--- config.mk ---
export PLATFORM = sky130hd
export DESIGN_NAME = text_scanner
export DESIGN_NICKNAME = d
export VERILOG_FILES = /design/src/rtl/text_scanner.sv
export SDC_FILE = /design/constraint.sdc
export NUM_CORES = 1
export LEC_CHECK = 0
export CAP_MARGIN = 20
export CORE_UTILIZATION = 47
export CTS_CLUSTER_SIZE = 25
export DETAILED_ROUTE_END_ITERATION = 6
export PLACE_DENSITY = 0.81
export SLEW_MARGIN = 40
export SYNTH_ARGS = -nofsm -noshare
export SYNTH_HDL_FRONTEND = slang
export SYNTH_SLANG_ARGS = --single-unit
--- constraint.sdc ---
create_clock -name clk -period 3.25 [get_ports clk]
set_input_delay 0.4875 -clock clk [delete_from_list [all_inputs] [get_ports clk]]
set_output_delay 0.4875 -clock clk [all_outputs]
set_load 0.02 [all_outputs]
--- src/rtl/text_scanner.sv ---
// text_scanner: VGA text-mode raster front end -- timing counters, text cell walk,
// glyph pixel colouring and a blinking block cursor, two pix_en steps of latency.
module text_scanner #(
  parameter int H_ACTIVE = 640,
  parameter int H_FP = 16,
  parameter int H_SYNC = 96,
  parameter int H_BP = 48,
  parameter int V_ACTIVE = 480,
  parameter int V_FP = 10,
  parameter int V_SYNC = 2,
  parameter int V_BP = 33,
  parameter int COLS = H_ACTIVE / 8,
  parameter int ROWS = V_ACTIVE / 8,
  parameter int BLINK_LOG2 = 5
) (
  input  logic        clk,
  input  logic        rst_n,
  input  logic        pix_en,
  output logic [12:0] text_addr,
  input  logic [8:0]  text_data,
  output logic [8:0]  fm_char,
  output logic [8:0]  fm_xoffset,
  output logic [8:0]  fm_yoffset,
  input  logic        fm_bitmap,
  input  logic [7:0]  fg_color,
  input  logic [7:0]  bg_color,
  input  logic [12:0] cursor_pos,
  input  logic        cursor_en,
  output logic [7:0]  rgb,
  output logic        hsync,
  output logic        vsync,
  output logic        active,
  output logic        frame_start
);
  localparam logic [9:0] HA = 10'(H_ACTIVE);
  localparam logic [9:0] HSS = 10'(H_ACTIVE + H_FP);
  localparam logic [9:0] HSE = 10'(H_ACTIVE + H_FP + H_SYNC);
  localparam logic [9:0] HL = 10'(H_ACTIVE + H_FP + H_SYNC + H_BP - 1);
  localparam logic [9:0] VA = 10'(V_ACTIVE);
  localparam logic [9:0] VSS = 10'(V_ACTIVE + V_FP);
  localparam logic [9:0] VSE = 10'(V_ACTIVE + V_FP + V_SYNC);
  localparam logic [9:0] VL = 10'(V_ACTIVE + V_FP + V_SYNC + V_BP - 1);
  localparam logic [BLINK_LOG2:0] ONE = 1;
  logic [9:0] hcnt, vcnt;
  logic [BLINK_LOG2:0] fcnt;
  logic [2:0] xoff, yoff;
  logic vis1, hs1, vs1, cur1;
  logic vis0, hwrap, vwrap;
  assign vis0 = hcnt < HA && vcnt < VA;
  assign hwrap = hcnt == HL;
  assign vwrap = vcnt == VL;
  assign frame_start = rst_n && pix_en && hwrap && vwrap;
  assign text_addr = vis0 ? 13'(vcnt[9:3]) * 13'(COLS) + 13'(hcnt[9:3]) : 13'd0;
  assign fm_char = text_data;
  assign fm_xoffset = {6'b0, xoff};
  assign fm_yoffset = {6'b0, yoff};
  // sync flags reset to their inactive level so no spurious sync pulse follows reset
  always_ff @(posedge clk)
    if (!rst_n) begin
      hcnt <= '0;
      vcnt <= '0;
      fcnt <= '0;
      xoff <= '0;
      yoff <= '0;
      vis1 <= 1'b0;
      hs1 <= 1'b1;
      vs1 <= 1'b1;
      cur1 <= 1'b0;
      rgb <= 8'h00;
      active <= 1'b0;
      hsync <= 1'b1;
      vsync <= 1'b1;
    end else if (pix_en) begin
      hcnt <= hwrap ? 10'd0 : hcnt + 10'd1;
      if (hwrap) vcnt <= vwrap ? 10'd0 : vcnt + 10'd1;
      if (hwrap && vwrap) fcnt <= fcnt + ONE;
      xoff <= hcnt[2:0];
      yoff <= vcnt[2:0];
      vis1 <= vis0;
      hs1 <= !(hcnt >= HSS && hcnt < HSE);
      vs1 <= !(vcnt >= VSS && vcnt < VSE);
      cur1 <= cursor_en && vis0 && text_addr == cursor_pos;
      rgb <= vis1 ? ((fm_bitmap ^ (cur1 & fcnt[BLINK_LOG2])) ? fg_color : bg_color) : 8'h00;
      active <= vis1;
      hsync <= hs1;
      vsync <= vs1;
    end
endmodule

## Word level (Yosys, flattened, before mapping)

Cells that the tools add are included.

- Input bits: 43
- Logic and storage cells: 47
- Register bits: 47
- Output and inout bits: 52

- Multiply operators: 1
- Reduce and logical (&&, ||, !) cells: 13
- Magnitude comparators: 6
- Equality and inequality tests: 3
- Multiplexer cells: 5
- Bitwise gates (word level): 2
- Add/subtract/negate cells: 4

Operator list:

| operator | number |
|---|---|
| $add 10x1->10 const B | 2 |
| $eq 10x10->1 const B | 2 |
| $lt 10x10->1 const B | 2 |
| $lt 10x9->1 const B | 2 |
| $mux 10 | 2 |
| $mux 8 | 2 |
| $add 13x7->13 | 1 |
| $eq 13x13->1 | 1 |
| $mux 13 | 1 |
| $ge 10x10->1 const B | 1 |
| $ge 10x9->1 const B | 1 |
| $logic_and 1x1->1 | 9 |
| $mul 7x3->9 const B | 1 |
| $add 6x1->6 const B | 1 |
| $reduce_and 2->1 | 2 |
| $logic_not 1->1 | 2 |
| $and 1x1->1 | 1 |
| $xor 1x1->1 | 1 |

## Longest topological paths before layout

Gate-level depths: netlist of run 1.

- Word-level depth: 5
- Depth in mapped cells: 10
- Mapped depth without buffers: 10

## Worst setup path after synthesis of run 1

Ideal clock, no wire load.

- Kind: register to output
- From: register vcnt[6]
- To: output port text_addr[11]
- Required time: 2762 ps
- Setup slack: 239 ps
- Arrival: 2524 ps
- Cell stages (with the launch flop): 8
- Buffers on the path: 0
- Cells stage by stage: dfxtp_1 -> ha_1 -> ha_1 -> fa_1 -> nand2_1 -> a21oi_1 -> nor4b_1 -> mux2i_1

- Longest elaborated chain between the ends: 3
- Elaborated cells between the ends (all ways): 5
- Those cells by class: add/sub: 1; mul: 1; order compare: 1; mux: 1; reduce/logical: 1

Ends and longest elaborated chain:

| item | RTL line | RTL |
|---|---|---|
| start, declared | 44 | `logic [9:0] hcnt, vcnt;` |
| start signal, assigned | 75 | `if (hwrap) vcnt <= vwrap ? 10'd0 : vcnt + 10'd1;` |
| $mul 7x3->9 or $lt 10x9->1 (tied branches) | 53, 49 |  |
| $add 13x7->13 or $logic_and 1x1->1 (tied branches) | 53, 49 |  |
| $mux 13 * | 53 | `assign text_addr = vis0 ? 13'(vcnt[9:3]) * 13'(COLS) + 13'(hcnt[9:3]) : 13'd0;` |
| end, declared | 19 | `output logic [12:0] text_addr,` |

Every way passes the cells marked *; elsewhere a longest branch is shown, timed or not.

## Worst setup path in the final report of run 1

- From: register vcnt[7]
- To: register cur1

- Longest elaborated chain between the ends: 5
- Elaborated cells between the ends (all ways): 8
- Those cells by class: add/sub: 1; mul: 1; order compare: 1; eq/ne: 1; mux: 1; reduce/logical: 3

Ends and longest elaborated chain:

| item | RTL line | RTL |
|---|---|---|
| $mul 7x3->9 or $lt 10x9->1 (tied branches) | 53, 49 |  |
| $add 13x7->13 or $logic_and 1x1->1 (tied branches) | 53, 49 |  |
| $mux 13 | 53 |  |
| $eq 13x13->1 | 82 | `cur1 <= cursor_en && vis0 && text_addr == cursor_pos;` |
| $logic_and 1x1->1 * | 82 |  |
| end signal, assigned | 82 |  |
| end, declared | 47 | `logic vis1, hs1, vs1, cur1;` |

Marked as above.
A chain may end at the register's enable or synchronous reset.

==> out/results.ini, run 1 <==
[status]
status = completed

[timing]
slew_violations = 0
finClkSkew_ps = 10.5
relSlewSlack_pct = 62.3
fin_crit_ps = 3220
worst_pin_slew_ps = 562
finalHoldWorstSlack_ps = 459
hold_viol_final = 0
grt_setup_unrepaired = true
setup_viol = 0
max_freq_ghz = 0.310
setup_tns_ps = 0
timing.final.crit_share_pct = 99.2

[logic_synthesis]
avgSynthCellArea_um2 = 8.47
synth_edf_count = 0
ys_types = 59
postSynth.asyncResetShare_pct = 0
yosysSeqAreaShare_pct = 30.9
synth.area.top_cells = dfxtp_1 31%, ha_1 7.4%, nor2_1 7.3%
yosysMostFrequentCell = nor2_1
ys.warnings.count = 0
synth_area_um2 = 3050
synth-seq-cells = 47
synth_top_area_share_pct = 30.9
synth_top_area_cell = dfxtp_1
syn-instance-count = 360
synthFlopType = dfxtp_1
ys_top_cells_by_count = 59 x nor2_1, 47 x dfxtp_1, 25 x nand2_1

[cells_and_area]
final_net_count = 504
syn2layout_area_growth_pct = 33.8
post-route-cell-area_um2 = 4080
diodes = 0
drive_gt1_share_pct = 16.5

[floorplanning]
fp.dieH_um = 82.5
die-area_um2 = 6810
core.rowCount = 28
pin_count = 95
core_area_um2 = 6100
chipWidth_um = 82.5
initial_core_util_pct = 50.0

[clock_tree]
clockRootBuffer = clkbuf_8
htreeDepth = 2
cts_tree = done
clock_latency_ps = 310
numCtsBuffers = 5
cts_sinks = 47
clk_pin_slew_ps = 100
clk_path_buf_depth = 2

[global_routing]
grt_pass1_vias = 2704
antenna_found_initial = 0
grt_max_degree = 28
grt_use_total_pct = 22.4
grt_overflow = 0
grt_pass1_wl_um = 11700

[min_path]
hold_class = flip-flop to flip-flop
holdPathStages = 2
min_to = cur1$_SDFFE_PN0P_
min_from = cur1$_SDFFE_PN0P_

[placed_design]
globalplace.congestion = 0.820
hpwlAfterDp_um = 5260
port_buffers = 64
placed_area_um2 = 3760

[worst_setup_path]
cp-end-kind = flip-flop
r2r.worst_path.cells = 16
worst-setup-path-type = flip-flop to flip-flop
worstPathMaxFanout = 6
r2r_start = vcnt[7]$_SDFFE_PN0P_
worstPathRequired_ps = 3450
worstReg2RegEnd = cur1$_SDFFE_PN0P_
r2r_slack_ps = 30
start_kind = flip-flop
arrival_ps = 3430

[route]
wl_met2_um = 3680
drc_errors = 0
vias = 2795
viasPerCell = 5.41
wl_per_cell_um = 14.4
postRouteAntennaNets = 0
met1_length_um = 3020
wl_um = 7440
drt_iter0_markers = 93
top_layer = met4
first_pass_iters = 5
dr_wl_met3_um = 589

[power]
seq_power_share_pct = 54.6
switchingPower_mw = 0.279
pwr-share-clk_pct = 33.2
combPwrFrac_pct = 12.2
peakVddDrop_mv = 0.304
p_leak_nw = 1.67
power_density_nw_per_um2 = 265
swShare_pct = 25.8
p_int_mw = 0.802

[run]
cap_violations = 0

-- per-stage QoR --
stage / utilization, % / std cells / worst slack, ps / power [mW]
after global placement: 61.7 / 499 / -137 / 0.733
after CTS: 65.9 / 516 / -65.4 / 1.09
final: 66.9 / 517 / 25.5 / 1.08
after global routing: 66.9 / 517 / -90.8 / 1.13
after detailed placement: 61.7 / 499 / -297 / 0.735
after floorplan: - / 371 / 239 / 0.696
-- worst max path at each step --
stage	startpoint	slack, ps	cells after the start	endpoint
2_1_floorplan	vcnt[6]$_SDFFE_PN0P_	240	7	text_addr[11]
3_3_place_gp	vcnt[6]$_SDFFE_PN0P_	-140	9	text_addr[12]
3_5_place_dp	vcnt[6]$_SDFFE_PN0P_	-300	9	text_addr[12]
4_1_cts	vcnt[6]$_SDFFE_PN0P_	-70	8	text_addr[12]
5_1_grt	vcnt[4]$_SDFFE_PN0P_	-90	16	cur1$_SDFFE_PN0P_
6_report	vcnt[7]$_SDFFE_PN0P_	30	16	cur1$_SDFFE_PN0P_
-- what timing repair did --
item	CTS	global route
hold buffers	0	0
buffers inserted	9	1
pin swaps	10	4
gates resized for setup	31	13
endpoints found under the setup margin	7	6
-- sequential cells by signal, summed over array words and instances (netlist names) --
signal,flops
yoff,3
fcnt,6
xoff,3
hsync,1
rgb,8
vis1,1
hcnt,10
vs1,1
vcnt,10
active,1
vsync,1
hs1,1
cur1,1
-- layout by cell type (no fill, tap or decap), drive strengths merged, types with 3 or more instances in the layout --
master and instances:
ha 18, clkbuf 5, a21oi 17, nor4 3, nand2 25, and4 4
o2111ai 3, nor3 8, xnor2 12, and2 5, or3 4, clkdlybuf4s50 58
or2 5, a211oi 4, buf 34, dfxtp 47, mux2i 20, conb 12
inv 12, o21ai 10, nand3 6, xor2 17, nor2 59, and3 4
nand4 8, nor4b 3, nand2b 4
-- cell type report --
| class | count | area [um^2] |
|---|---|---|
| Inverter | 12 | 45.0 |
| Clock inverter | 3 | 20.0 |
| Fill cell | 511 | 2020 |
| Timing Repair Buffer | 95 | 861 |
| Clock buffer | 5 | 68.8 |
| Multi-Input combinational cell | 280 | 2050 |
| Sequential cell | 47 | 943 |
| Tap cell | 75 | 93.8 |
-- kinds of logic after synthesis --
family | Yosys count | synth area share [%]
other cells | 1 | 0.123
compound gates | 48 | 10.1
buf+inv | 44 | 8.66
fa+ha+maj | 20 | 8.70
flops | 47 | 30.9
xor+xnor | 30 | 9.11
mux | 21 | 6.93
simple gates | 149 | 25.5
-- critical path, stage by stage, from the launching register on --
cell,delay (ps)
dfxtp_1,340
buf_4,160
ha_1,330
ha_4,320
nor2_1,90
o21ba_4,220
nor4_4,320
a211oi_2,120
buf_4,150
buf_4,120
buf_4,110
buf_4,120
buf_4,120
buf_4,130
o21a_1,180
o2111ai_2,200
o21ai_1,90
-- power by group through the flow --
stage	sequential (mW)	clock [mW]	combinational, mW
2_1_floorplan	0.610	0	0.0858
3_3_place_gp	0.604	0	0.129
3_5_place_dp	0.604	0	0.131
4_1_cts	0.591	0.367	0.132
5_1_grt	0.592	0.392	0.143
6_report	0.591	0.359	0.132
-- layer usage --
metal	vias up	track usage, %
li1	1373	-
met1	1298	24.6
met2	108	40.4
met3	16	6.04
met4	0	9.48
met5	-	0
No activity file was read; power rests on OpenSTA's default activity.
==> run 2: changes to the inputs <==
--- a/config.mk
+++ b/config.mk
@@ -6,10 +6,14 @@
 export NUM_CORES = 1
 export LEC_CHECK = 0
 export CAP_MARGIN = 20
-export CORE_UTILIZATION = 47
+export CELL_PAD_IN_SITES_DETAIL_PLACEMENT = 0
+export CELL_PAD_IN_SITES_GLOBAL_PLACEMENT = 1
+export CORE_UTILIZATION = 35
+export CTS_BUF_LIST = sky130_fd_sc_hd__clkbuf_4 sky130_fd_sc_hd__clkbuf_8
 export CTS_CLUSTER_SIZE = 25
 export DETAILED_ROUTE_END_ITERATION = 6
-export PLACE_DENSITY = 0.81
+export PLACE_DENSITY_LB_ADDON = 0.1
+export REMOVE_ABC_BUFFERS = 1
 export SLEW_MARGIN = 40
 export SYNTH_ARGS = -nofsm -noshare
 export SYNTH_HDL_FRONTEND = slang
==> run 2 against run 1 <==
Against the previous run: sequential share of layout area about the same; clock skew down 5.8 ps; critical endpoint is now text_addr[12]; global-route usage down 5.6 points; setup slack better by 78 ps; cell area about the same; largest power group unchanged; non-clock buffer count down 1; clock power down 1%.
==> out/results.ini, run 2 (same netlist as run 1, synthesis figures left out) <==
[cells_and_area]
final_net_count = 503
reg.largest.list = hcnt x10, vcnt x10, rgb x8
drive_gt1_share_pct = 16.1
final_cell_mix = 59 x nor2_1, 59 x clkdlybuf4s50_1, 44 x dfxtp_1
final_util_pct = 48.9
diodes = 0
fillers = 839
syn2layout_area_growth_pct = 33.7

[power]
p_leak_nw = 1.68
power_density_nw_per_um2 = 264
seq_power_share_pct = 54.8
pwr-share-clk_pct = 33.0
combPwrFrac_pct = 12.2
switchingPower_mw = 0.267
swShare_pct = 24.7
p_int_mw = 0.812
peakVddDrop_mv = 0.195

[placed_design]
port_buffers = 64
globalplace.congestion = 0.756
hpwlAfterDp_um = 5520

[clock_tree]
htreeDepth = 2
clockRootBuffer = clkbuf_8
clk_pin_slew_ps = 90
clock_latency_ps = 300
hold_buffers = 0
cts_tree = done
cts_sinks = 47
clk_path_buf_depth = 2
numCtsBuffers = 5

[timing]
worst_pin_slew_ps = 595
setup_viol = 0
relSlewSlack_pct = 60.1
hold_viol_final = 0
finalHoldWorstSlack_ps = 472
slew_violations = 0
timing.final.crit_share_pct = 96.8
fin_crit_ps = 3150
max_freq_ghz = 0.318
finClkSkew_ps = 4.69

[floorplanning]
initial_core_util_pct = 36.6
core_area_um2 = 8340
chipWidth_um = 95.3
fp.dieH_um = 95.3
core.rowCount = 33
pin_count = 95
die-area_um2 = 9090

[route]
drt_iter0_markers = 73
vias = 2658
postRouteAntennaNets = 0
first_pass_iters = 4
wl_per_cell_um = 13.5
wl_um = 7400
viasPerCell = 4.87
drc_errors = 0

[global_routing]
grt_pass1_wl_um = 12000
antenna_found_initial = 0
grt_use_total_pct = 16.8
grt_overflow = 0
grt_max_degree = 28
grt_pass1_vias = 2565

[worst_setup_path]
worstPathMaxFanout = 3
cpLargestDelayFamily = simple AND/OR/NAND/NOR gates
cp-end-kind = output pin
crit_chain = ha_4 -> ha_4 -> fa_2 -> a211oi_4 -> nor3b_4 -> nor4_4 -> and4_1 -> or2_4 -> buf_6
worstPathRequired_ps = 2760
arrival_ps = 2660
slowest_delay_ps = 390
worst-setup-path-type = flip-flop to output pin
start_kind = flip-flop
critical-path-slowest-cell = fa_2
path_common_cell = ha_4
critPathBufInv = 1

[status]
status = completed

[min_path]
hold_class = flip-flop to flip-flop

[run]
cap_violations = 0

## run 2: power groups by stage
| stage | logic, mW | registers, mW | clock network (mW) |
|---|---|---|---|
| 2_1_floorplan | 0.0524 | 0.610 | 0 |
| 3_3_place_gp | 0.133 | 0.604 | 0 |
| 3_5_place_dp | 0.133 | 0.604 | 0 |
| 4_1_cts | 0.133 | 0.591 | 0.372 |
| 5_1_grt | 0.145 | 0.593 | 0.399 |
| 6_report | 0.132 | 0.591 | 0.355 |
## run 2: layer usage
metal / global-route usage [%] / up-vias / wire length [um]
met5: 0 / - / 0
met4: 3.03 / 0 / 55
met3: 4.94 / 6 / 430
met2: 28.9 / 72 / 3480
met1: 20.9 / 1203 / 3430
li1: - / 1377 / -
## run 2: final cells by class
class	count	area, um^2	share of cell area (%)
repair buffers	94	857	21.0
well taps	105	131	3.22
multi-input cells	280	2010	49.3
clock buffers	6	76.3	1.87
flip-flops and latches	47	945	23.2
clock inverters	2	12.5	0.307
inverters	12	45.0	1.10
## run 2: repair_timing
item	in CTS	in global routing
endpoints found under the setup margin	5	6
pin swaps	2	11
gates resized for setup	26	15
setup buffers	1	1
endpoints found under the hold margin	0	0
## run 2: worst paths after layout
path / start / end / slack [ps] / cells past startpoint
max: vcnt[4]$_SDFFE_PN0P_ / text_addr[12] / 100 / 9
min: cur1$_SDFFE_PN0P_ / cur1$_SDFFE_PN0P_ / 470 / 2
max reg2reg: vcnt[4]$_SDFFE_PN0P_ / cur1$_SDFFE_PN0P_ / 160 / 12
min reg2reg: cur1$_SDFFE_PN0P_ / cur1$_SDFFE_PN0P_ / 470 / 2
## run 2: worst reg2reg max path, cell delays in order, from the launching register on
cell and delay [ps]:
dfxtp_2 340, ha_4 240, ha_4 160, fa_2 390, buf_4 160, xnor2_2 150
a211oi_1 180, buf_4 160, xor3_1 250, nand3b_1 170, a2111oi_0 430, o2111ai_1 270
o21ai_0 130
## run 2: stage by stage
stage,TNS (ps),power [mW],std cells,cell area (um^2),worst slack [ps]
4_1_cts,0,1.10,545,4000,45.1
3_3_place_gp,-325,0.737,536,3850,-192
5_1_grt,-8.85,1.14,546,4080,-8.85
6_report,0,1.08,546,4080,103
3_5_place_dp,-373,0.737,536,3850,-217
2_1_floorplan,0,0.662,339,2870,239
==> run 3: changes to the inputs <==
--- a/config.mk
+++ b/config.mk
@@ -14,6 +14,7 @@
 export DETAILED_ROUTE_END_ITERATION = 6
 export PLACE_DENSITY_LB_ADDON = 0.1
 export REMOVE_ABC_BUFFERS = 1
+export SKIP_LAST_GASP = 1
 export SLEW_MARGIN = 40
 export SYNTH_ARGS = -nofsm -noshare
 export SYNTH_HDL_FRONTEND = slang
==> run 3 against run 2 <==
Against the previous run: register-to-register slack hardly changed; first-iteration DRC count is 26% higher; worst hold slack hardly changed; largest cell class unchanged; highest routed layer unchanged.
==> out/results.ini, run 3 (same netlist as run 1, synthesis figures left out) <==
[status]
status = completed

[floorplanning]
fp.dieH_um = 95.3
die-area_um2 = 9090
pin_count = 95
core_area_um2 = 8340
initial_core_util_pct = 36.6
chipWidth_um = 95.3
core.rowCount = 33

[worst_setup_path]
critical-path-slowest-cell = fa_2
path_common_cell = ha_4
crit_chain = ha_4 -> ha_4 -> fa_2 -> a211oi_4 -> nor3b_4 -> nor4_4 -> a211oi_2 -> or2_2 -> buf_6
r2r_slack_ps = 170
start_kind = flip-flop
cp-end-kind = output pin
cpLargestDelayFamily = adder cells
arrival_ps = 2710
worst-setup-path-type = flip-flop to output pin
worstPathMaxFanout = 3
r2r.worst_path.cells = 12
worstReg2RegEnd = cur1$_SDFFE_PN0P_
r2r_start = vcnt[4]$_SDFFE_PN0P_
critPathBufInv = 1
worstPathRequired_ps = 2760
slowest_delay_ps = 390

[run]
cap_violations = 0

[power]
power_density_nw_per_um2 = 264
peakVddDrop_mv = 0.195
p_leak_nw = 1.68
power_mw = 1.08

[placed_design]
place_inst = 536
hpwlAfterDp_um = 5520
globalplace.congestion = 0.756
pre_cts_ws_ps = -217
port_buffers = 64

[route]
wl_um = 7400
drc_errors = 0
vias = 2666
postRouteAntennaNets = 0
wl_per_cell_um = 13.5
drt_iter0_markers = 92
viasPerCell = 4.87
first_pass_iters = 4

[timing]
worst_pin_slew_ps = 597
grt_setup_unrepaired = true
slew_violations = 0
timing.final.crit_share_pct = 98.4
fin_crit_ps = 3200
setup_tns_ps = 0
hold_viol_final = 0
finClkSkew_ps = 5.32
fin_ws_ps = 52.6
relSlewSlack_pct = 59.9
setup_viol = 0
max_freq_ghz = 0.313

[cells_and_area]
syn2layout_area_growth_pct = 34.1
fillers = 835
diodes = 0
final_cell_mix = 59 x nor2_1, 59 x clkdlybuf4s50_1, 44 x dfxtp_1
multiInputGateArea_um2 = 2010
final_util_pct = 49.0
final_net_count = 504
regArea_um2 = 945
drive_gt1_share_pct = 16.3
stdcell_count = 547
reg.largest.list = hcnt x10, vcnt x10, rgb x8

[global_routing]
grt_use_total_pct = 16.7
grt_overflow = 0
antenna_found_initial = 0
grt_pass1_vias = 2562
grt_max_degree = 28
grt_pass1_wl_um = 11900

[clock_tree]
numCtsBuffers = 5
clockRootBuffer = clkbuf_8
clk_path_buf_depth = 2
clock_latency_ps = 300
cts_sinks = 47
htreeDepth = 2
clk_pin_slew_ps = 90
cts_tree = done

[min_path]
min_to = cur1$_SDFFE_PN0P_
holdPathStages = 2
min_from = cur1$_SDFFE_PN0P_
hold_class = flip-flop to flip-flop

-- run 3: worst reg2reg max path, cell delays in order, from the launching register on --
cell       delay [ps]
dfxtp_2           340
ha_4              240
ha_4              160
fa_2              390
buf_4             160
xnor2_2           150
a211oi_1          180
buf_4             160
xor3_1            250
nand3b_1          170
a2111oi_0         410
o2111ai_1         280
o21ai_0           130
-- run 3: stage by stage --
stage                     cell area (um^2)  hold slack (ps)
after detailed placement              3850              457
after floorplan                       2870              436
final                                 4090              472
after global routing                  4090              520
after global placement                3850              460
after CTS                             3990              481
-- run 3: what timing repair did --
item,CTS,global route
pin swaps,2,9
setup buffers,1,2
hold buffers,0,0
endpoints found under the setup margin,5,6
resized for setup,21,19
-- run 3: routing by layer --
| layer | track usage [%] | vias to the layer above | routed length [um] |
|---|---|---|---|
| li1 | - | 1376 | - |
| met1 | 20.8 | 1204 | 3420 |
| met2 | 28.6 | 81 | 3470 |
| met3 | 4.94 | 5 | 459 |
| met4 | 3.03 | 0 | 51 |
| met5 | 0 | - | 0 |
-- run 3: cell type report --
cell class	instances	area share, %
clock buffer	6	1.87
clock inverter	2	0.306
inverter	12	1.10
multi-input combinational	280	49.3
sequential	47	23.1
tap	105	3.21
timing repair buffer	95	21.1
-- run 3: worst max-delay path by stage --
stage / startpoint / end / slack, ps / depth (start not counted)
global route: vcnt[4]$_SDFFE_PN0P_ / text_addr[12] / -50 / 9
detailed placement: vcnt[4]$_SDFFE_PN0P_ / text_addr[12] / -220 / 9
CTS: vcnt[4]$_SDFFE_PN0P_ / text_addr[12] / -90 / 9
finish: vcnt[4]$_SDFFE_PN0P_ / text_addr[12] / 50 / 9
global placement: vcnt[4]$_SDFFE_PN0P_ / text_addr[12] / -190 / 9
floorplan: vcnt[6]$_SDFFE_PN0P_ / text_addr[11] / 240 / 7
-- run 3: power by group --
| part | switching, mW | internal (mW) | total (mW) | leakage, nW |
|---|---|---|---|---|
| Sequential | 0.00693 | 0.584 | 0.591 | 0.382 |
| Combinational | 0.0634 | 0.0685 | 0.132 | 1.25 |
| Clock | 0.196 | 0.159 | 0.355 | 0.0446 |
